$ cat config.mk
export PLATFORM = sky130hd
export DESIGN_NAME = uart_tx_frame_flat
export DESIGN_NICKNAME = d
export VERILOG_FILES = /design/src/rtl/uart_pkg.sv /design/src/rtl/uart_tx_frame_if.sv /design/src/rtl/tx_pts_register.sv /design/src/rtl/uart_tx_frame.sv /design/src/flat_wrapper.sv
export SDC_FILE = /design/constraint.sdc
export NUM_CORES = 1
export LEC_CHECK = 0
export BUFFER_PORTS_ARGS = -buffer_cell sky130_fd_sc_hd__buf_2
export CAP_MARGIN = 20
export CORE_UTILIZATION = 34
export CTS_CLUSTER_DIAMETER = 100
export DETAILED_ROUTE_END_ITERATION = 8
export PLACE_DENSITY = 0.51
export SYNTH_ARGS = -nofsm -noshare
export SYNTH_HDL_FRONTEND = slang
export SYNTH_SLANG_ARGS = --single-unit
$ cat constraint.sdc
create_clock -name clk -period 1.9 [get_ports clk]
set_input_delay 0.38 -clock clk [delete_from_list [all_inputs] [get_ports clk]]
set_output_delay 0.38 -clock clk [all_outputs]
set_load 0.1 [all_outputs]
$ cat src/rtl/uart_pkg.sv
// Shared types and line-level constants for the UART transmit path.
package uart_pkg;

    typedef enum logic [2:0] {
        IDLE,
        START,
        DATA,
        PARITY,
        STOP
    } tx_state_t;

    localparam int unsigned UART_DATA_BITS   = 8;
    localparam logic        UART_IDLE_LEVEL  = 1'b1;
    localparam logic        UART_START_LEVEL = 1'b0;
    localparam logic        UART_STOP_LEVEL  = 1'b1;

endpackage

$ cat src/rtl/uart_tx_frame_if.sv
// Byte-stream handshake plus serial line status for the UART transmitter.
interface uart_tx_frame_if
    import uart_pkg::*;
#(
    parameter int unsigned DATA_BITS = UART_DATA_BITS
);

    logic [DATA_BITS-1:0] tx_data;
    logic                 tx_valid;
    logic                 tx_ready;
    logic                 tx_out;
    logic                 tx_busy;
    logic                 tx_done;

    // Producer side.
    modport master (
        output tx_data,
        output tx_valid,
        input  tx_ready,
        input  tx_out,
        input  tx_busy,
        input  tx_done
    );

    // Transmitter side.
    modport slave (
        input  tx_data,
        input  tx_valid,
        output tx_ready,
        output tx_out,
        output tx_busy,
        output tx_done
    );

endinterface

$ cat src/rtl/tx_pts_register.sv
// Parallel-in / serial-out shift register; LSB leaves first, vacated bits fill with FILL_LEVEL.
module tx_pts_register
    import uart_pkg::*;
#(
    parameter int unsigned WIDTH       = 9,
    parameter logic        FILL_LEVEL  = UART_STOP_LEVEL,
    parameter logic        RESET_LEVEL = UART_IDLE_LEVEL
) (
    input  logic             clk,
    input  logic             n_rst,
    input  logic             load,
    input  logic             shift_enable,
    input  logic [WIDTH-1:0] parallel_in,
    output logic             serial_out
);

    logic [WIDTH-1:0] shift_q;

    // Load has priority over shift; reset leaves the line at its idle level.
    always_ff @(posedge clk or negedge n_rst) begin
        if (!n_rst) begin
            shift_q <= {WIDTH{RESET_LEVEL}};
        end else if (load) begin
            shift_q <= parallel_in;
        end else if (shift_enable) begin
            shift_q <= {FILL_LEVEL, shift_q[WIDTH-1:1]};
        end
    end

    assign serial_out = shift_q[0];

endmodule

$ cat src/rtl/uart_tx_frame.sv
// UART transmitter: one byte per valid/ready handshake, sent as 8N1 on an idle-high line.
// Optional macro UART_TX_PARITY_EN inserts an even-parity bit between data and stop.
// The whole frame (start, data, [parity]) is loaded into the shift register so tx_out is
// a flop output; ones shifted in behind the payload provide the stop and idle levels.
module uart_tx_frame
    import uart_pkg::*;
#(
    parameter int unsigned CLKS_PER_BIT = 10,
    parameter int unsigned DATA_BITS    = UART_DATA_BITS
) (
    input logic            clk,
    input logic            n_rst,
    uart_tx_frame_if.slave bus
);

    localparam int unsigned CNT_W = (CLKS_PER_BIT > 1) ? $clog2(CLKS_PER_BIT) : 1;
    localparam int unsigned IDX_W = (DATA_BITS > 1) ? $clog2(DATA_BITS) : 1;
`ifdef UART_TX_PARITY_EN
    localparam int unsigned FRAME_W = DATA_BITS + 2;
`else
    localparam int unsigned FRAME_W = DATA_BITS + 1;
`endif

    tx_state_t          state_q, state_d;
    logic [CNT_W-1:0]   baud_cnt_q, baud_cnt_d;
    logic [IDX_W-1:0]   bit_idx_q, bit_idx_d;
    logic               baud_wrap;
    logic               last_bit;
    logic               load;
    logic               shift_enable;
    logic [FRAME_W-1:0] frame_word;
    logic               serial_out;

    assign baud_wrap = (baud_cnt_q == CNT_W'(CLKS_PER_BIT - 1));
    assign last_bit  = (bit_idx_q == IDX_W'(DATA_BITS - 1));

`ifdef UART_TX_PARITY_EN
    assign frame_word = {^bus.tx_data, bus.tx_data, UART_START_LEVEL};
`else
    assign frame_word = {bus.tx_data, UART_START_LEVEL};
`endif

    // State, baud counter and data bit index registers.
    always_ff @(posedge clk or negedge n_rst) begin
        if (!n_rst) begin
            state_q    <= IDLE;
            baud_cnt_q <= '0;
            bit_idx_q  <= '0;
        end else begin
            state_q    <= state_d;
            baud_cnt_q <= baud_cnt_d;
            bit_idx_q  <= bit_idx_d;
        end
    end

    // Next-state logic; every bit boundary advances the shift register except into IDLE.
    always_comb begin
        state_d      = state_q;
        baud_cnt_d   = baud_cnt_q;
        bit_idx_d    = bit_idx_q;
        load         = 1'b0;
        shift_enable = 1'b0;

        if (state_q != IDLE) begin
            baud_cnt_d = baud_wrap ? '0 : baud_cnt_q + 1'b1;
        end

        unique case (state_q)
            IDLE: begin
                if (bus.tx_valid) begin
                    load       = 1'b1;
                    baud_cnt_d = '0;
                    bit_idx_d  = '0;
                    state_d    = START;
                end
            end
            START: begin
                if (baud_wrap) begin
                    shift_enable = 1'b1;
                    state_d      = DATA;
                end
            end
            DATA: begin
                if (baud_wrap) begin
                    shift_enable = 1'b1;
                    if (last_bit) begin
                        bit_idx_d = '0;
`ifdef UART_TX_PARITY_EN
                        state_d   = PARITY;
`else
                        state_d   = STOP;
`endif
                    end else begin
                        bit_idx_d = bit_idx_q + 1'b1;
                    end
                end
            end
`ifdef UART_TX_PARITY_EN
            PARITY: begin
                if (baud_wrap) begin
                    shift_enable = 1'b1;
                    state_d      = STOP;
                end
            end
`endif
            STOP: begin
                if (baud_wrap) begin
                    state_d = IDLE;
                end
            end
            default: begin
                state_d = IDLE;
            end
        endcase
    end

    tx_pts_register #(
        .WIDTH       (FRAME_W),
        .FILL_LEVEL  (UART_STOP_LEVEL),
        .RESET_LEVEL (UART_IDLE_LEVEL)
    ) u_pts (
        .clk          (clk),
        .n_rst        (n_rst),
        .load         (load),
        .shift_enable (shift_enable),
        .parallel_in  (frame_word),
        .serial_out   (serial_out)
    );

    assign bus.tx_out   = serial_out;
    assign bus.tx_ready = (state_q == IDLE);
    assign bus.tx_busy  = (state_q != IDLE);
    assign bus.tx_done  = (state_q == STOP) && baud_wrap;

endmodule

$ cat src/flat_wrapper.sv
// flat-port wrapper written by rule: the top's interface ports become plain ports
module uart_tx_frame_flat import uart_pkg::*;
#(
    parameter int unsigned CLKS_PER_BIT = 10,
    parameter int unsigned DATA_BITS    = UART_DATA_BITS
)
  (clk, n_rst, bus_tx_data, bus_tx_valid, bus_tx_ready, bus_tx_out, bus_tx_busy, bus_tx_done);
  uart_tx_frame_if #(.DATA_BITS(DATA_BITS)) bus_i ();
  input logic clk;
  input logic n_rst;
  input wire logic [$bits(bus_i.tx_data)-1:0] bus_tx_data;
  input wire logic [$bits(bus_i.tx_valid)-1:0] bus_tx_valid;
  output wire logic [$bits(bus_i.tx_ready)-1:0] bus_tx_ready;
  output wire logic [$bits(bus_i.tx_out)-1:0] bus_tx_out;
  output wire logic [$bits(bus_i.tx_busy)-1:0] bus_tx_busy;
  output wire logic [$bits(bus_i.tx_done)-1:0] bus_tx_done;
  assign bus_i.tx_data = bus_tx_data;
  assign bus_i.tx_valid = bus_tx_valid;
  assign bus_tx_ready = bus_i.tx_ready;
  assign bus_tx_out = bus_i.tx_out;
  assign bus_tx_busy = bus_i.tx_busy;
  assign bus_tx_done = bus_i.tx_done;
  uart_tx_frame #(.CLKS_PER_BIT(CLKS_PER_BIT), .DATA_BITS(DATA_BITS)) u_core (.clk(clk), .n_rst(n_rst), .bus(bus_i));
endmodule
# ---- Word level (Yosys, flattened, before mapping)
# Index checks and enable logic that the tools add are counted.
dict set report word_totals {
  output_inout_bits 4
  in_bits 11
  elab_cells 44
  register_bits 19
}
dict set report op_classes {
  add_sub_neg 2
  n_eq_ne 10
  mux 20
  reduce_logical 8
}
# operator n
set ops {}
lappend ops {{$mux 3} 8}
lappend ops {{$mux 9} 2}
lappend ops {{$mux 4} 4}
lappend ops {{$pmux 3 s4} 1}
lappend ops {{$ne 2x1->1 const B} 4}
lappend ops {{$eq 3x3->1 const B} 2}
lappend ops {{$pmux 3 s2} 1}
lappend ops {{$reduce_and 5->1} 1}
lappend ops {{$add 4x1->4 const B} 1}
lappend ops {{$eq 4x4->1 const B} 1}
lappend ops {{$mux 1} 4}
lappend ops {{$reduce_bool 2->1} 2}
lappend ops {{$add 3x1->3 const B} 1}
lappend ops {{$eq 3x1->1 const B} 1}
lappend ops {{$eq 3x2->1 const B} 1}
lappend ops {{$logic_not 3->1} 1}
lappend ops {{$reduce_and 3->1} 1}
lappend ops {{$reduce_bool 3->1} 1}
lappend ops {{$ne 2x2->1 const B} 1}
lappend ops {{$reduce_or 2->1} 1}
lappend ops {{$logic_and 1x1->1} 1}

# ---- Depth between registers and ports, before layout
# Gate-level depths: netlist of run 1.
dict set report depth {
  depth_word 5
  ltp_mapped 8
  mapped_depth_nobuf 5
}

# ---- Hierarchy
# Synthesis of run 1 repeated with hierarchy kept, for this count alone.
dict set report unflattened {
  cells_unflattened 98
  area_unflattened_um2 1054.8
}
# mod seq_area_each_um2 area_per_inst_um2 instances cells_each
set modules_own_cells {}
lappend modules_own_cells {uart_tx_frame 250.2 618.1 1 59}
lappend modules_own_cells {tx_pts_register 236.5 436.7 1 39}

# ---- Worst setup path after synthesis of run 1
# Ideal clock, no wire load.
dict set report synth_path {
  kind {register to register}
  start {register u_core.state_q[0]}
  end {register u_core.bit_idx_q[0]}
  path_buffers 3
  arrival_time_ns 2.110
  synth_period_minus_slack_ns 2.205
  required_time_ns 1.805
  setup_ns 0.095
  slack_ns -0.305
  path_stages_with_launch 9
  cell_sequence {dfrtp_1 -> clkbuf_1 -> or3_1 -> buf_2 -> clkinv_2 -> nand2_2 -> buf_6 -> nand3_1 -> o31ai_1}
}
dict set report synth_via {
  elab_chain_cells 3
  word_cells_on_any_way 7
  cone_classes {eq/ne (3); mux (1); reduce/logical (3)}
}
# item line
set synth_lines {}
lappend synth_lines {{from (decl)} uart_tx_frame.sv:24} ;# tx_state_t state_q, state_d;
lappend synth_lines {{from (signal assigned)} uart_tx_frame.sv:50} ;# state_q <= state_d;
lappend synth_lines {{$logic_not 3->1 (*)} --}
lappend synth_lines {{net bus_tx_ready} flat_wrapper.sv:13} ;# output wire logic [$bits(bus_i.tx_ready)-1:0] bus_tx_ready;
lappend synth_lines {{$ne 2x2->1 (no line) or $reduce_bool 2->1 (tied branches)} --}
lappend synth_lines {{$reduce_and 3->1 (no line)} --}
lappend synth_lines {{to (signal assigned)} uart_tx_frame.sv:52} ;# bit_idx_q <= bit_idx_d;
lappend synth_lines {{to (decl)} uart_tx_frame.sv:26} ;# logic [IDX_W-1:0] bit_idx_q, bit_idx_d;
# The timed path passes the listed nets; every way through them passes the cells marked *.
# A chain may end at the register's enable or synchronous reset.

# ---- Worst setup path after layout of run 1
dict set report layout_path {
  start {register u_core.baud_cnt_q[1]}
  end {output bus_tx_done}
}
dict set report layout_via {
  elab_chain_cells 2
}
# item line
set layout_lines {}
lappend layout_lines {{from (decl)} uart_tx_frame.sv:25} ;# logic [CNT_W-1:0] baud_cnt_q, baud_cnt_d;
lappend layout_lines {{from (signal assigned)} uart_tx_frame.sv:51} ;# baud_cnt_q <= baud_cnt_d;
lappend layout_lines {{$eq 4x4->1} uart_tx_frame.sv:34} ;# assign baud_wrap = (baud_cnt_q == CNT_W'(CLKS_PER_BIT - 1));
lappend layout_lines {{$logic_and 1x1->1} uart_tx_frame.sv:133} ;# assign bus.tx_done = (state_q == STOP) && baud_wrap;
lappend layout_lines {{to (decl)} flat_wrapper.sv:16} ;# output wire logic [$bits(bus_i.tx_done)-1:0] bus_tx_done;
# Every way passes these cells.

==> results of run 1 <==
path summary, 6_finish.rpt:
path / end / startpoint / cells past startpoint
worst min-delay path: u_core.bit_idx_q[2] / n_rst / 1
worst max-delay path: bus_tx_done / u_core.baud_cnt_q[1] / 3
min in group clk: u_core.u_pts.shift_q[0] / bus_tx_valid / 2
worst max register to register: u_core.u_pts.shift_q[1] / u_core.baud_cnt_q[1] / 5
worst min register to register: u_core.bit_idx_q[0] / u_core.bit_idx_q[0] / 1
max in group asynchronous: u_core.u_pts.shift_q[0] / n_rst / 1
metal layers:
metal  global-route usage  vias to the layer above  routed length, um
met5                    0                        -                  0
li1                     -                      376                  -
met4               0.0348                        0                 28
met3               0.0488                        4                 68
met2                0.192                       13                845
met1                0.155                      347                818
stage by stage:
stage | hold WS (ns) | worst slack, ns | cell area [um^2] | TNS [ns] | instances
CTS | 0.00827 | -0.00182 | 1130 | -0.00182 | 145
detailed placement | 0.348 | 0.241 | 1100 | 0 | 141
global placement | 0.346 | 0.271 | 1100 | 0 | 141
floorplan | 0.0844 | 0.0897 | 1000 | 0 | 101
finish | 0.00371 | 0.0398 | 1150 | 0 | 147
global route | 0.00685 | -0.0156 | 1150 | -0.0156 | 147
flip-flops by register name, summed over array words and instances (netlist names):
name and count:
u_core.u_pts.shift_q 9, u_core.baud_cnt_q 4, u_core.bit_idx_q 3, u_core.state_q 3
cells by family after synthesis:
logic type / after synthesis
simple gates: 39
compound gates: 21
mux: 8
xor+xnor: 2
flops: 19
buf+inv: 10
fa+ha+maj: 2
where the power goes:
part / internal [mW] / switching, mW / total (mW)
registers: 0.604 / 0.107 / 0.711
logic: 0.271 / 0.435 / 0.706
clock network: 0.0783 / 0.122 / 0.200
total: 0.953 / 0.664 / 1.62
synth_stat cells, types with 2 or more instances:
master    count
nor2_1       16
a21oi_1      11
dfrtp_1      10
dfstp_2       9
nand2_1       9
mux2i_1       8
o21ai_0       5
buf_6         4
nand3_1       4
a22oi_1       2
and3_2        2
buf_2         2
ha_1          2
inv_1         2
nand4b_1      2
or3_1         2
xnor2_1       2
layout make-up:
| cell class | count | area (um^2) | share of cell area |
|---|---|---|---|
| multi-input cells | 72 | 452 | 0.391 |
| clock buffers | 3 | 22.5 | 0.0195 |
| well taps | 31 | 38.8 | 0.0336 |
| clock inverters | 1 | 5.00 | 0.00433 |
| flip-flops and latches | 19 | 488 | 0.423 |
| inverters | 3 | 16.3 | 0.0141 |
| repair buffers | 18 | 133 | 0.115 |
repair_timing:
item                                    4_1_cts  5_1_grt
buffers inserted                              0        2
endpoints found under the hold margin         0        0
gates resized for setup                       4        2
pin swaps                                     0        1
endpoints found under the setup margin        3        2
cell usage in the layout (no fill, tap or decap), drive strengths merged, types with 3 or more instances in the layout:
cell type / instances
dfrtp: 10
nor2: 16
buf: 18
mux2i: 8
o21ai: 5
clkbuf: 3
nand3: 4
nand2: 10
dfstp: 9
a21oi: 11
==> impl_results.html, run 1 <==
<table>
<tr><th>Metric</th><th>Value</th></tr>
<tr><th colspan="2">Outcome</th></tr>
<tr><td>Status</td><td>complete, no violations</td></tr>
<tr><th colspan="2">Layout</th></tr>
<tr><td>Diode insertion count for antenna repair</td><td>0</td></tr>
<tr><td>Final core occ</td><td>0.419</td></tr>
<tr><td>P&amp;R area growth vs syn</td><td>15.8%</td></tr>
<tr><td>Fraction of final layout cells sized beyond drive strength 1</td><td>0.345</td></tr>
<tr><td>NumNets Final</td><td>130</td></tr>
<tr><td>Final-layout fill cell count</td><td>roughly 280</td></tr>
<tr><th colspan="2">Power</th></tr>
<tr><td>Max VDD drop</td><td>1080 uV</td></tr>
<tr><td>Total Power</td><td>between 1.5 and 2 mW</td></tr>
<tr><td>Power density over the cells</td><td>approximately 1400 mW/mm^2</td></tr>
<tr><td>Leakage power total</td><td>0.513 nW</td></tr>
<tr><th colspan="2">Synthesis</th></tr>
<tr><td>#FFs+latches synth</td><td>19</td></tr>
<tr><td>Library cells used by synthesis</td><td>26</td></tr>
<tr><td>Dominant combinational cell family by area after synthesis</td><td>simple AND/OR/NAND/NOR gates</td></tr>
<tr><td>Total standard cell area after synthesis</td><td>roughly 1000 um^2</td></tr>
<tr><td>Adder-cell area share of the yosys netlist</td><td>0.0251</td></tr>
<tr><td>Post-Synthesis Cells</td><td>101</td></tr>
<tr><td>Cell types with the largest area share after synthesis</td><td>dfrtp_1 (25%), dfstp_2 (24%), mux2i_1 (8.0%), nor2_1 (6.0%), a21oi_1 (5.5%)</td></tr>
<tr><td>Net Count, Synth</td><td>114</td></tr>
<tr><td>Yosys top cell area share</td><td>0.251</td></tr>
<tr><td>Async SR Flop Fraction</td><td>1.00</td></tr>
<tr><td>Synthesized-area fraction occupied by xor and xnor cells</td><td>0.0176</td></tr>
<tr><td>Portion of netlist area occupied by mux cells</td><td>0.0803</td></tr>
<tr><td>Sequential fraction of the synthesis area</td><td>0.488</td></tr>
<tr><td>Ys flop type</td><td>dfrtp_1</td></tr>
<tr><td>Number of flops mapped to enable cells by yosys</td><td>0</td></tr>
<tr><td>Mean area per synthesized cell</td><td>9.87 um^2</td></tr>
<tr><td>Fraction of the mapped netlist area in simple logic gates</td><td>0.197</td></tr>
<tr><td>Synthesized-area fraction occupied by ao, oa, aoi and oai cells</td><td>0.120</td></tr>
<tr><td>Biggest area consumer among synthesized cells</td><td>dfrtp_1</td></tr>
<tr><td>Synth warn</td><td>0</td></tr>
<tr><th colspan="2">Global route</th></tr>
<tr><td>Number of global-route vias before repair</td><td>693</td></tr>
<tr><td>Number of antenna violations at the first check in global routing</td><td>0</td></tr>
<tr><td>Largest net degree at the start of global routing</td><td>21</td></tr>
<tr><td>Wire length of the first global-routing pass</td><td>between 3 and 4 mm</td></tr>
<tr><td>Total global-route track usage</td><td>0.122</td></tr>
<tr><td>Gr ovfl total</td><td>0</td></tr>
<tr><th colspan="2">Worst setup path</th></tr>
<tr><td>Largest delay contributor family on the critical path</td><td>simple AND/OR/NAND/NOR gates</td></tr>
<tr><td>Chain of cells forming the critical path</td><td>and4bb_4 &gt; and3_4 &gt; buf_12</td></tr>
<tr><td>Worst reg-to-reg setup slack</td><td>between 0.3 and 0.4 ns</td></tr>
<tr><td>Required time worst endpoint</td><td>about 1.5 ns</td></tr>
<tr><td>Critical Path Sink Type</td><td>output pin</td></tr>
<tr><td>Crit Path Max Fanout</td><td>7</td></tr>
<tr><td>Buf/Inv on CP</td><td>1</td></tr>
<tr><td>Type of the worst setup path</td><td>reg2out</td></tr>
<tr><td>Critical path launch point type</td><td>flip-flop</td></tr>
<tr><td>Crit path max-delay cell type</td><td>dfrtp_1</td></tr>
<tr><td>Crit path DAT</td><td>about 1.5 ns</td></tr>
<tr><td>Crit-path max cell delay</td><td>approximately 0.43 ns</td></tr>
<tr><th colspan="2">Placed design</th></tr>
<tr><td>GP Congestion</td><td>about 0.77</td></tr>
<tr><td>DP HPWL</td><td>around 1.3 mm</td></tr>
<tr><td>Number of buffer cells added on primary ports</td><td>14</td></tr>
<tr><th colspan="2">Clocking</th></tr>
<tr><td>Clock-pin slew on the worst setup and hold paths</td><td>0.11 ns</td></tr>
<tr><td>Insertion delay to the later sink of the worst-skew pair</td><td>~0.29 ns</td></tr>
<tr><td>Maximum level of the CTS H-tree</td><td>1</td></tr>
<tr><td>Clock Sink Count</td><td>19</td></tr>
<tr><td>CTS Hold Bufs</td><td>0</td></tr>
<tr><td>CTS Buffer Depth</td><td>2</td></tr>
<tr><td>Root buf cell</td><td>clkbuf_4</td></tr>
<tr><td>Clock tree from TritonCTS</td><td>yes</td></tr>
<tr><td>Clock buffer count from CTS</td><td>3</td></tr>
<tr><th colspan="2">STA</th></tr>
<tr><td>Max-slew violation total from the final report</td><td>0</td></tr>
<tr><td>Unrepaired setup endpoints after global routing</td><td>yes</td></tr>
<tr><td>Transition time of the tightest slew-check pin</td><td>slightly below 0.5 ns</td></tr>
<tr><td>Final setup fails</td><td>0</td></tr>
<tr><td>Number of hold-slack violations in the final timing report</td><td>0</td></tr>
<tr><td>Fmax</td><td>538 MHz</td></tr>
<tr><td>Final period util</td><td>0.979</td></tr>
<tr><td>Clock Skews</td><td>approximately 0.0074 ns</td></tr>
<tr><td>Max_slew headroom</td><td>0.681</td></tr>
<tr><td>Minimum period implied by the final worst setup slack</td><td>approximately 1.9 ns</td></tr>
<tr><th colspan="2">Die</th></tr>
<tr><td>Boundary pin count</td><td>15</td></tr>
<tr><td>Area enclosed by the die boundary</td><td>~0.0032 mm^2</td></tr>
<tr><td>Count of standard-cell rows</td><td>19</td></tr>
<tr><td>Die W</td><td>~56 um</td></tr>
<tr><td>Placeable core region</td><td>0.00276 mm^2</td></tr>
<tr><td>Y dimension of the die</td><td>between 50 and 60 um</td></tr>
<tr><td>Initial Utilization</td><td>0.362</td></tr>
<tr><th colspan="2">Detailed routing</th></tr>
<tr><td>Post-detailed-route DRC marker count</td><td>0</td></tr>
<tr><td>Overall routed net length</td><td>between 1.5 and 2 mm</td></tr>
<tr><td>DRC violation total after the first TritonRoute iteration</td><td>9</td></tr>
<tr><td>Via count</td><td>740</td></tr>
<tr><td>Router iterations before antenna repair</td><td>3</td></tr>
<tr><td>Drt wl/cell</td><td>between 10 and 15 um</td></tr>
<tr><td>DR vias/cell</td><td>5.03</td></tr>
<tr><td>Post-route antenna net violation count</td><td>0</td></tr>
<tr><th colspan="2">Run</th></tr>
<tr><td>Max-cap violation count</td><td>0</td></tr>
<tr><th colspan="2">Hold path</th></tr>
<tr><td>Hold Path Class</td><td>in2async</td></tr>
</table>
Power figures use the tool's default switching activity.
==> run 2: changes to the inputs <==
--- a/config.mk
+++ b/config.mk
@@ -6,10 +6,10 @@
 export NUM_CORES = 1
 export LEC_CHECK = 0
-export BUFFER_PORTS_ARGS = -buffer_cell sky130_fd_sc_hd__buf_2
 export CAP_MARGIN = 20
 export CORE_UTILIZATION = 34
 export CTS_CLUSTER_DIAMETER = 100
 export DETAILED_ROUTE_END_ITERATION = 8
-export PLACE_DENSITY = 0.51
+export DONT_BUFFER_PORTS = 1
+export PLACE_DENSITY = 0.47
 export SYNTH_ARGS = -nofsm -noshare
 export SYNTH_HDL_FRONTEND = slang
==> constraint.sdc (replaced) <==
create_clock -name clk -period 1.9 [get_ports clk]
set_input_delay 0.095 -clock clk [delete_from_list [all_inputs] [get_ports clk]]
set_output_delay 0.095 -clock clk [all_outputs]
set_load 0.1 [all_outputs]
==> impl_results.html, run 2 (same netlist as run 1, synthesis figures left out) <==
<table>
<tr><th>Metric</th><th>Value</th></tr>
<tr><th colspan="2">Layout</th></tr>
<tr><td>Post-route insts no fill</td><td>144</td></tr>
<tr><td>Top Registers</td><td>u_core.u_pts.shift_q x9, u_core.baud_cnt_q x4</td></tr>
<tr><td>Leading cell type in the layout, fill and taps excluded</td><td>nor2_1</td></tr>
<tr><td>Diode insertion count for antenna repair</td><td>0</td></tr>
<tr><td>Flip-flop count of the largest register after layout</td><td>9</td></tr>
<tr><td>Most frequent cells in the layout</td><td>nor2_1 (16), a21oi_1 (11), dlygate4sd3_1 (10), dfrtp_1 (10)</td></tr>
<tr><td>NumNets Final</td><td>~130</td></tr>
<tr><td>P&amp;R area growth vs syn</td><td>15.2%</td></tr>
<tr><td>Fraction of final layout cells sized beyond drive strength 1</td><td>0.204</td></tr>
<tr><td>Biggest register</td><td>u_core.u_pts.shift_q</td></tr>
<tr><td>Final-layout fill cell count</td><td>roughly 280</td></tr>
<tr><th colspan="2">Clocking</th></tr>
<tr><td>Clock Sink Count</td><td>19</td></tr>
<tr><td>CTS Buffer Depth</td><td>2</td></tr>
<tr><td>Root buf cell</td><td>clkbuf_4</td></tr>
<tr><td>Insertion delay to the later sink of the worst-skew pair</td><td>slightly below 0.3 ns</td></tr>
<tr><td>Clock-pin slew on the worst setup and hold paths</td><td>0.11 ns</td></tr>
<tr><td>Clock tree from TritonCTS</td><td>yes</td></tr>
<tr><td>Total setup buffers inserted after CTS</td><td>0</td></tr>
<tr><td>Maximum level of the CTS H-tree</td><td>1</td></tr>
<tr><td>Clock buffer count from CTS</td><td>3</td></tr>
<tr><th colspan="2">Worst setup path</th></tr>
<tr><td>Crit path DAT</td><td>between 1.5 and 2 ns</td></tr>
<tr><td>Launch point of the worst reg-to-reg path</td><td>u_core.baud_cnt_q[1]</td></tr>
<tr><td>Required time worst endpoint</td><td>about 1.8 ns</td></tr>
<tr><td>Worst reg-to-reg setup slack</td><td>between 0.2 and 0.25 ns</td></tr>
<tr><td>Critical path launch point type</td><td>flip-flop</td></tr>
<tr><td>Critical Path Sink Type</td><td>output pin</td></tr>
<tr><td>Path depth of the worst reg2reg path</td><td>5</td></tr>
<tr><td>Type of the worst setup path</td><td>reg2out</td></tr>
<tr><td>Crit Path Max Fanout</td><td>7</td></tr>
<tr><td>Capture point of the worst reg-to-reg path</td><td>u_core.u_pts.shift_q[7]</td></tr>
<tr><th colspan="2">STA</th></tr>
<tr><td>Minimum period implied by the final worst setup slack</td><td>approximately 1.7 ns</td></tr>
<tr><td>Accumulated negative setup slack</td><td>0 ns</td></tr>
<tr><td>Number of hold-slack violations in the final timing report</td><td>0</td></tr>
<tr><td>Final worst setup slack</td><td>about 0.17 ns</td></tr>
<tr><td>Fmax</td><td>580 MHz</td></tr>
<tr><td>Final setup fails</td><td>0</td></tr>
<tr><td>Clock Skews</td><td>about 0.0012 ns</td></tr>
<tr><td>Unrepaired setup endpoints after global routing</td><td>no</td></tr>
<tr><td>Max-slew violation total from the final report</td><td>0</td></tr>
<tr><td>Transition time of the tightest slew-check pin</td><td>0.830 ns</td></tr>
<tr><td>Final period util</td><td>0.908</td></tr>
<tr><td>Max_slew headroom</td><td>0.445</td></tr>
<tr><th colspan="2">Global route</th></tr>
<tr><td>Number of global-route vias before repair</td><td>slightly below 700</td></tr>
<tr><td>Wire length of the first global-routing pass</td><td>between 3 and 4 mm</td></tr>
<tr><td>Largest net degree at the start of global routing</td><td>21</td></tr>
<tr><td>Gr ovfl total</td><td>0</td></tr>
<tr><td>Number of antenna violations at the first check in global routing</td><td>0</td></tr>
<tr><td>Total global-route track usage</td><td>0.131</td></tr>
<tr><th colspan="2">Die</th></tr>
<tr><td>Y dimension of the die</td><td>about 56 um</td></tr>
<tr><td>Boundary pin count</td><td>15</td></tr>
<tr><td>Area enclosed by the die boundary</td><td>roughly 0.0032 mm^2</td></tr>
<tr><td>Count of standard-cell rows</td><td>19</td></tr>
<tr><td>Initial Utilization</td><td>0.362</td></tr>
<tr><td>Die W</td><td>roughly 56 um</td></tr>
<tr><td>Placeable core region</td><td>between 0.002 and 0.003 mm^2</td></tr>
<tr><th colspan="2">Power</th></tr>
<tr><td>Sequential power share</td><td>0.452</td></tr>
<tr><td>Switch share</td><td>0.417</td></tr>
<tr><td>Relative contribution of the clock network to total power</td><td>0.130</td></tr>
<tr><td>Switching power total</td><td>~650 uW</td></tr>
<tr><td>Total Power</td><td>approximately 1.6 mW</td></tr>
<tr><td>Cell-internal power</td><td>about 920 uW</td></tr>
<tr><td>Power density over the cells</td><td>1370 mW/mm^2</td></tr>
<tr><td>Max VDD drop</td><td>between 700 and 800 uV</td></tr>
<tr><td>Share of total power in combinational logic</td><td>0.417</td></tr>
<tr><td>Leakage power total</td><td>roughly 0.49 nW</td></tr>
<tr><th colspan="2">Detailed routing</th></tr>
<tr><td>Via count</td><td>713</td></tr>
<tr><td>Post-route antenna net violation count</td><td>0</td></tr>
<tr><td>Router iterations before antenna repair</td><td>4</td></tr>
<tr><td>Post-detailed-route DRC marker count</td><td>0</td></tr>
<tr><td>Drt wl/cell</td><td>~12 um</td></tr>
<tr><td>DRC violation total after the first TritonRoute iteration</td><td>15</td></tr>
<tr><td>DR vias/cell</td><td>a little under 5</td></tr>
<tr><td>Overall routed net length</td><td>between 1.5 and 2 mm</td></tr>
<tr><th colspan="2">Run</th></tr>
<tr><td>Max-cap violation count</td><td>0</td></tr>
<tr><th colspan="2">Hold path</th></tr>
<tr><td>Number of instances on the worst hold path</td><td>2</td></tr>
<tr><td>Hold path start</td><td>bus_tx_valid</td></tr>
<tr><td>Hold Path Class</td><td>in2reg</td></tr>
<tr><td>Hold path endpoint</td><td>u_core.u_pts.shift_q[8]</td></tr>
<tr><th colspan="2">Placed design</th></tr>
<tr><td>DP HPWL</td><td>approximately 1.2 mm</td></tr>
<tr><td>Number of instances in the placed design</td><td>130</td></tr>
<tr><td>GP Congestion</td><td>between 0.7 and 0.8</td></tr>
<tr><td>Number of buffer cells added on primary ports</td><td>0</td></tr>
<tr><td>Pre-CTS worst setup slack</td><td>0.240 ns</td></tr>
<tr><th colspan="2">Outcome</th></tr>
<tr><td>Status</td><td>complete, no violations</td></tr>
</table>
-- run 2: layer usage --
metal / track usage / vias up / routed length, um
met4: 0.0732 / 0 / 18
met5: 0 / - / 0
met3: 0.0279 / 2 / 57
li1: - / 373 / -
met2: 0.190 / 10 / 765
met1: 0.182 / 328 / 926
-- run 2: area by class of cell --
type | instances | area (um^2) | area share
inverters | 3 | 16.3 | 0.0142
multi-input cells | 72 | 443 | 0.386
well taps | 31 | 38.8 | 0.0338
clock buffers | 4 | 26.3 | 0.0229
repair buffers | 15 | 138 | 0.120
flip-flops and latches | 19 | 487 | 0.424
-- run 2: how the worst max path moves through the flow --
stage / start / endpoint / cells after the start
5_1_grt: u_core.baud_cnt_q[0] / u_core.u_pts.shift_q[7] / 5
3_5_place_dp: u_core.baud_cnt_q[1] / u_core.u_pts.shift_q[7] / 5
3_3_place_gp: u_core.baud_cnt_q[1] / u_core.u_pts.shift_q[0] / 5
6_report: u_core.state_q[0] / bus_tx_ready / 3
4_1_cts: u_core.baud_cnt_q[1] / bus_tx_done / 2
2_1_floorplan: u_core.state_q[1] / u_core.bit_idx_q[0] / 8
-- run 2: power groups by stage --
| stage | registers, mW | clock network [mW] | logic, mW |
|---|---|---|---|
| CTS | 0.710 | 0.215 | 0.663 |
| finish | 0.711 | 0.205 | 0.656 |
| global route | 0.737 | 0.241 | 0.733 |
| detailed placement | 0.718 | 0 | 0.637 |
| floorplan | 0.733 | 0 | 0.535 |
| global placement | 0.713 | 0 | 0.641 |
-- run 2: worst max-delay path: stages (launching register included) --
cell,delay (ns)
dfrtp_1,0.47
or3_1,0.47
clkinv_4,0.10
buf_4,0.29
-- run 2: repair_timing --
item / 4_1_cts / 5_1_grt
resized for setup: 0 / 1
hold buffers: 10 / 0
hold endpoints to repair: 30 / 0
endpoints found under the setup margin: 0 / 1
-- run 2: stage by stage --
step / hold WS, ns / cell area (um^2) / util
finish: 0.157 / 1150 / 0.417
CTS: 0.155 / 1140 / 0.415
global route: 0.175 / 1150 / 0.417
detailed placement: -0.200 / 1020 / 0.369
global placement: -0.200 / 1020 / 0.369
floorplan: -0.201 / 1000 / -
==> run 3: changes to the inputs <==
CTS_CLUSTER_SIZE = 20   (was unset)
SYNTH_HIERARCHICAL = 1   (was unset)
==> impl_results.html, run 3 <==
<table>
<tr><th>Metric</th><th>Value</th></tr>
<tr><th colspan="2">Outcome</th></tr>
<tr><td>Status</td><td>complete, no violations</td></tr>
<tr><th colspan="2">Detailed routing</th></tr>
<tr><td>Overall routed net length</td><td>between 1.5 and 2 mm</td></tr>
<tr><td>Router iterations before antenna repair</td><td>4</td></tr>
<tr><td>Post-route antenna net violation count</td><td>0</td></tr>
<tr><td>Post-detailed-route DRC marker count</td><td>0</td></tr>
<tr><td>DRC violation total after the first TritonRoute iteration</td><td>16</td></tr>
<tr><td>DR vias/cell</td><td>5.14</td></tr>
<tr><td>Drt wl/cell</td><td>between 10 and 15 um</td></tr>
<tr><td>Via count</td><td>about 750</td></tr>
<tr><th colspan="2">Clocking</th></tr>
<tr><td>Insertion delay to the later sink of the worst-skew pair</td><td>0.30 ns</td></tr>
<tr><td>Clock buffer count from CTS</td><td>3</td></tr>
<tr><td>CTS Hold Bufs</td><td>10</td></tr>
<tr><td>CTS Buffer Depth</td><td>2</td></tr>
<tr><td>Clock tree from TritonCTS</td><td>yes</td></tr>
<tr><td>Maximum level of the CTS H-tree</td><td>1</td></tr>
<tr><td>Clock Sink Count</td><td>19</td></tr>
<tr><td>Clock-pin slew on the worst setup and hold paths</td><td>0.11 ns</td></tr>
<tr><td>Number of cells upsized or downsized after cts</td><td>0</td></tr>
<tr><td>Root buf cell</td><td>clkbuf_4</td></tr>
<tr><td>Total setup buffers inserted after CTS</td><td>0</td></tr>
<tr><th colspan="2">Synthesis</th></tr>
<tr><td>Cell types with the largest area share after synthesis</td><td>dfrtp_1 (24%), dfstp_2 (22%), mux2i_1 (7.6%), buf_6 (4.3%), nand2_1 (4.3%)</td></tr>
<tr><td>Most instantiated cells after synthesis</td><td>nand2_1 (12), dfrtp_1 (10), dfstp_2 (9)</td></tr>
<tr><td>Post-Synthesis Cells</td><td>98</td></tr>
<tr><td>Ys flop type</td><td>dfrtp_1</td></tr>
<tr><td>Biggest area consumer among synthesized cells</td><td>dfrtp_1</td></tr>
<tr><td>Sequential fraction of the synthesis area</td><td>0.461</td></tr>
<tr><td>Number of flops mapped to enable cells by yosys</td><td>0</td></tr>
<tr><td>Total standard cell area after synthesis</td><td>roughly 0.0011 mm^2</td></tr>
<tr><td>Async SR Flop Fraction</td><td>1.00</td></tr>
<tr><td>Net Count, Synth</td><td>about 110</td></tr>
<tr><td>Most frequently used cell type in the post-synthesis netlist</td><td>nand2_1</td></tr>
<tr><td>Yosys top cell area share</td><td>0.237</td></tr>
<tr><td>Library cells used by synthesis</td><td>38</td></tr>
<tr><td>Synth warn</td><td>6</td></tr>
<tr><td>#FFs+latches synth</td><td>19</td></tr>
<tr><td>Mean area per synthesized cell</td><td>10.8 um^2</td></tr>
<tr><th colspan="2">Layout</th></tr>
<tr><td>Final core occ</td><td>0.440</td></tr>
<tr><td>NumNets Final</td><td>roughly 130</td></tr>
<tr><td>Combined area of the multi-input logic cells</td><td>518 um^2</td></tr>
<tr><td>Top Registers</td><td>u_core/u_pts/shift_q x9, u_core/baud_cnt_q x4</td></tr>
<tr><td>Biggest register</td><td>u_core/u_pts/shift_q</td></tr>
<tr><td>Total area of sequential cells</td><td>between 400 and 500 um^2</td></tr>
<tr><td>Diode insertion count for antenna repair</td><td>0</td></tr>
<tr><td>Most frequent cells in the layout</td><td>nand2_1 (12), dfrtp_1 (10), dlygate4sd3_1 (10)</td></tr>
<tr><td>Final instance area</td><td>roughly 0.0013 mm^2</td></tr>
<tr><td>P&amp;R area growth vs syn</td><td>19.0%</td></tr>
<tr><td>Leading cell type in the layout, fill and taps excluded</td><td>nand2_1</td></tr>
<tr><td>Final-layout fill cell count</td><td>between 200 and 300</td></tr>
<tr><td>Flip-flop count of the largest register after layout</td><td>9</td></tr>
<tr><td>Fraction of final layout cells sized beyond drive strength 1</td><td>0.281</td></tr>
<tr><th colspan="2">Worst setup path</th></tr>
<tr><td>Buf/Inv on CP</td><td>1</td></tr>
<tr><td>Required time worst endpoint</td><td>1.80 ns</td></tr>
<tr><td>Path depth of the worst reg2reg path</td><td>6</td></tr>
<tr><td>Crit path max-delay cell type</td><td>dfrtp_1</td></tr>
<tr><td>Worst reg-to-reg setup slack</td><td>between 0.2 and 0.3 ns</td></tr>
<tr><td>Critical Path Sink Type</td><td>output pin</td></tr>
<tr><td>Chain of cells forming the critical path</td><td>nand4bb_4 &gt; nor4b_4 &gt; buf_4</td></tr>
<tr><td>Launch point of the worst reg-to-reg path</td><td>u_core/state_q[1]</td></tr>
<tr><td>Type of the worst setup path</td><td>reg2out</td></tr>
<tr><td>Crit Path Max Fanout</td><td>7</td></tr>
<tr><td>Largest delay contributor family on the critical path</td><td>simple AND/OR/NAND/NOR gates</td></tr>
<tr><td>Crit path DAT</td><td>around 1.6 ns</td></tr>
<tr><td>Capture point of the worst reg-to-reg path</td><td>u_core/u_pts/shift_q[8]</td></tr>
<tr><td>Crit-path max cell delay</td><td>approximately 0.47 ns</td></tr>
<tr><td>Critical path launch point type</td><td>flip-flop</td></tr>
<tr><th colspan="2">STA</th></tr>
<tr><td>Transition time of the tightest slew-check pin</td><td>approximately 0.9 ns</td></tr>
<tr><td>Fmax</td><td>between 500 and 600 MHz</td></tr>
<tr><td>Max-slew violation total from the final report</td><td>0</td></tr>
<tr><td>Final period util</td><td>0.905</td></tr>
<tr><td>Number of hold-slack violations in the final timing report</td><td>0</td></tr>
<tr><td>Worst hold slack after final layout</td><td>0.0256 ns</td></tr>
<tr><td>Final worst setup slack</td><td>0.180 ns</td></tr>
<tr><td>Max_slew headroom</td><td>0.407</td></tr>
<tr><td>Clock Skews</td><td>about 0.0016 ns</td></tr>
<tr><td>Final setup fails</td><td>0</td></tr>
<tr><td>Unrepaired setup endpoints after global routing</td><td>no</td></tr>
<tr><td>Accumulated negative setup slack</td><td>0 ns</td></tr>
<tr><td>Minimum period implied by the final worst setup slack</td><td>approximately 1.7 ns</td></tr>
<tr><th colspan="2">Run</th></tr>
<tr><td>Max-cap violation count</td><td>0</td></tr>
<tr><th colspan="2">Placed design</th></tr>
<tr><td>DP HPWL</td><td>roughly 1.4 mm</td></tr>
<tr><td>Cell area after placement</td><td>between 0.001 and 0.0015 mm^2</td></tr>
<tr><td>Number of buffer cells added on primary ports</td><td>0</td></tr>
<tr><td>GP Congestion</td><td>between 0.7 and 0.8</td></tr>
<tr><td>Pre-CTS worst setup slack</td><td>about 0.27 ns</td></tr>
<tr><th colspan="2">Global route</th></tr>
<tr><td>Number of global-route vias before repair</td><td>~750</td></tr>
<tr><td>Gr ovfl total</td><td>0</td></tr>
<tr><td>Number of antenna violations at the first check in global routing</td><td>0</td></tr>
<tr><td>Wire length of the first global-routing pass</td><td>between 3 and 4 mm</td></tr>
<tr><td>Total global-route track usage</td><td>0.137</td></tr>
<tr><td>Largest net degree at the start of global routing</td><td>20</td></tr>
<tr><th colspan="2">Die</th></tr>
<tr><td>Count of standard-cell rows</td><td>19</td></tr>
<tr><td>Area enclosed by the die boundary</td><td>~0.0033 mm^2</td></tr>
<tr><td>Boundary pin count</td><td>15</td></tr>
<tr><td>Die W</td><td>57.7 um</td></tr>
<tr><td>Placeable core region</td><td>about 0.0029 mm^2</td></tr>
<tr><td>Y dimension of the die</td><td>roughly 58 um</td></tr>
<tr><td>Initial Utilization</td><td>0.370</td></tr>
<tr><th colspan="2">Power</th></tr>
<tr><td>Leakage power total</td><td>0.498 nW</td></tr>
<tr><td>Max VDD drop</td><td>about 480 uV</td></tr>
<tr><td>Power density over the cells</td><td>between 1000 and 1500 mW/mm^2</td></tr>
<tr><th colspan="2">Hold path</th></tr>
<tr><td>Hold path endpoint</td><td>u_core/baud_cnt_q[0]</td></tr>
<tr><td>Hold Path Class</td><td>in2reg</td></tr>
<tr><td>Number of instances on the worst hold path</td><td>3</td></tr>
<tr><td>Hold path start</td><td>bus_tx_valid</td></tr>
</table>
run 3: metal layers:
layer	GRT usage	part of all wire
met1	0.185	0.49
met2	0.213	0.46
met3	0.0246	0.034
met4	0.0714	0.011
met5	0	0
run 3: cell families (layout without fill, tap and decap cells):
kind of cell / Yosys count / in the layout / share of synthesized area
AND/OR/NAND/NOR: 32 / 32 / 0.174
AO/OA/AOI/OAI: 22 / 22 / 0.135
flip-flops: 19 / 19 / 0.461
multiplexers: 11 / 11 / 0.108
buffers and inverters: 9 / 25 / 0.0771
adder cells (fa/ha/maj): 2 / 2 / 0.0237
XOR/XNOR: 2 / 2 / 0.0166
other: 1 / 1 / 0.00356
run 3: power breakdown:
group / leakage [nW] / switching (mW) / internal [mW]
registers: 0.223 / 0.138 / 0.628
clock network: 0.0177 / 0.131 / 0.0785
logic: 0.258 / 0.536 / 0.302
run 3: area by class of cell:
cell class                      instances  share of cell area
Multi-Input combinational cell         70               0.413
Sequential cell                        19               0.388
Timing Repair Buffer                   18               0.128
Tap cell                               31              0.0309
Inverter                                3              0.0189
Clock buffer                            3              0.0179
Clock inverter                          1             0.00399
run 3: worst reg2reg max path: stages, from the launching register on:
cell and delay [ns]:
dfrtp_1 0.39, or3_1 0.48, clkinv_8 0.18, and2_1 0.16
buf_4 0.21, nand2_1 0.07, o21ai_0 0.08
run 3: worst max-delay path by stage:
stage | start | end | slack [ns] | cells past startpoint
after floorplan | u_core/baud_cnt_q[2] | bus_tx_done | 0.06 | 2
after global placement | u_core/state_q[1] | u_core/baud_cnt_q[1] | 0.30 | 4
after global routing | u_core/baud_cnt_q[2] | bus_tx_done | 0.09 | 3
after detailed placement | u_core/state_q[1] | u_core/u_pts/shift_q[8] | 0.27 | 6
after CTS | u_core/baud_cnt_q[2] | bus_tx_done | 0.16 | 3
final | u_core/baud_cnt_q[2] | bus_tx_done | 0.18 | 3
run 3: stage by stage:
stage	power (mW)	instances
global route	1.95	145
floorplan	1.49	98
finish	1.81	145
global placement	1.57	131
CTS	1.84	145
detailed placement	1.59	131
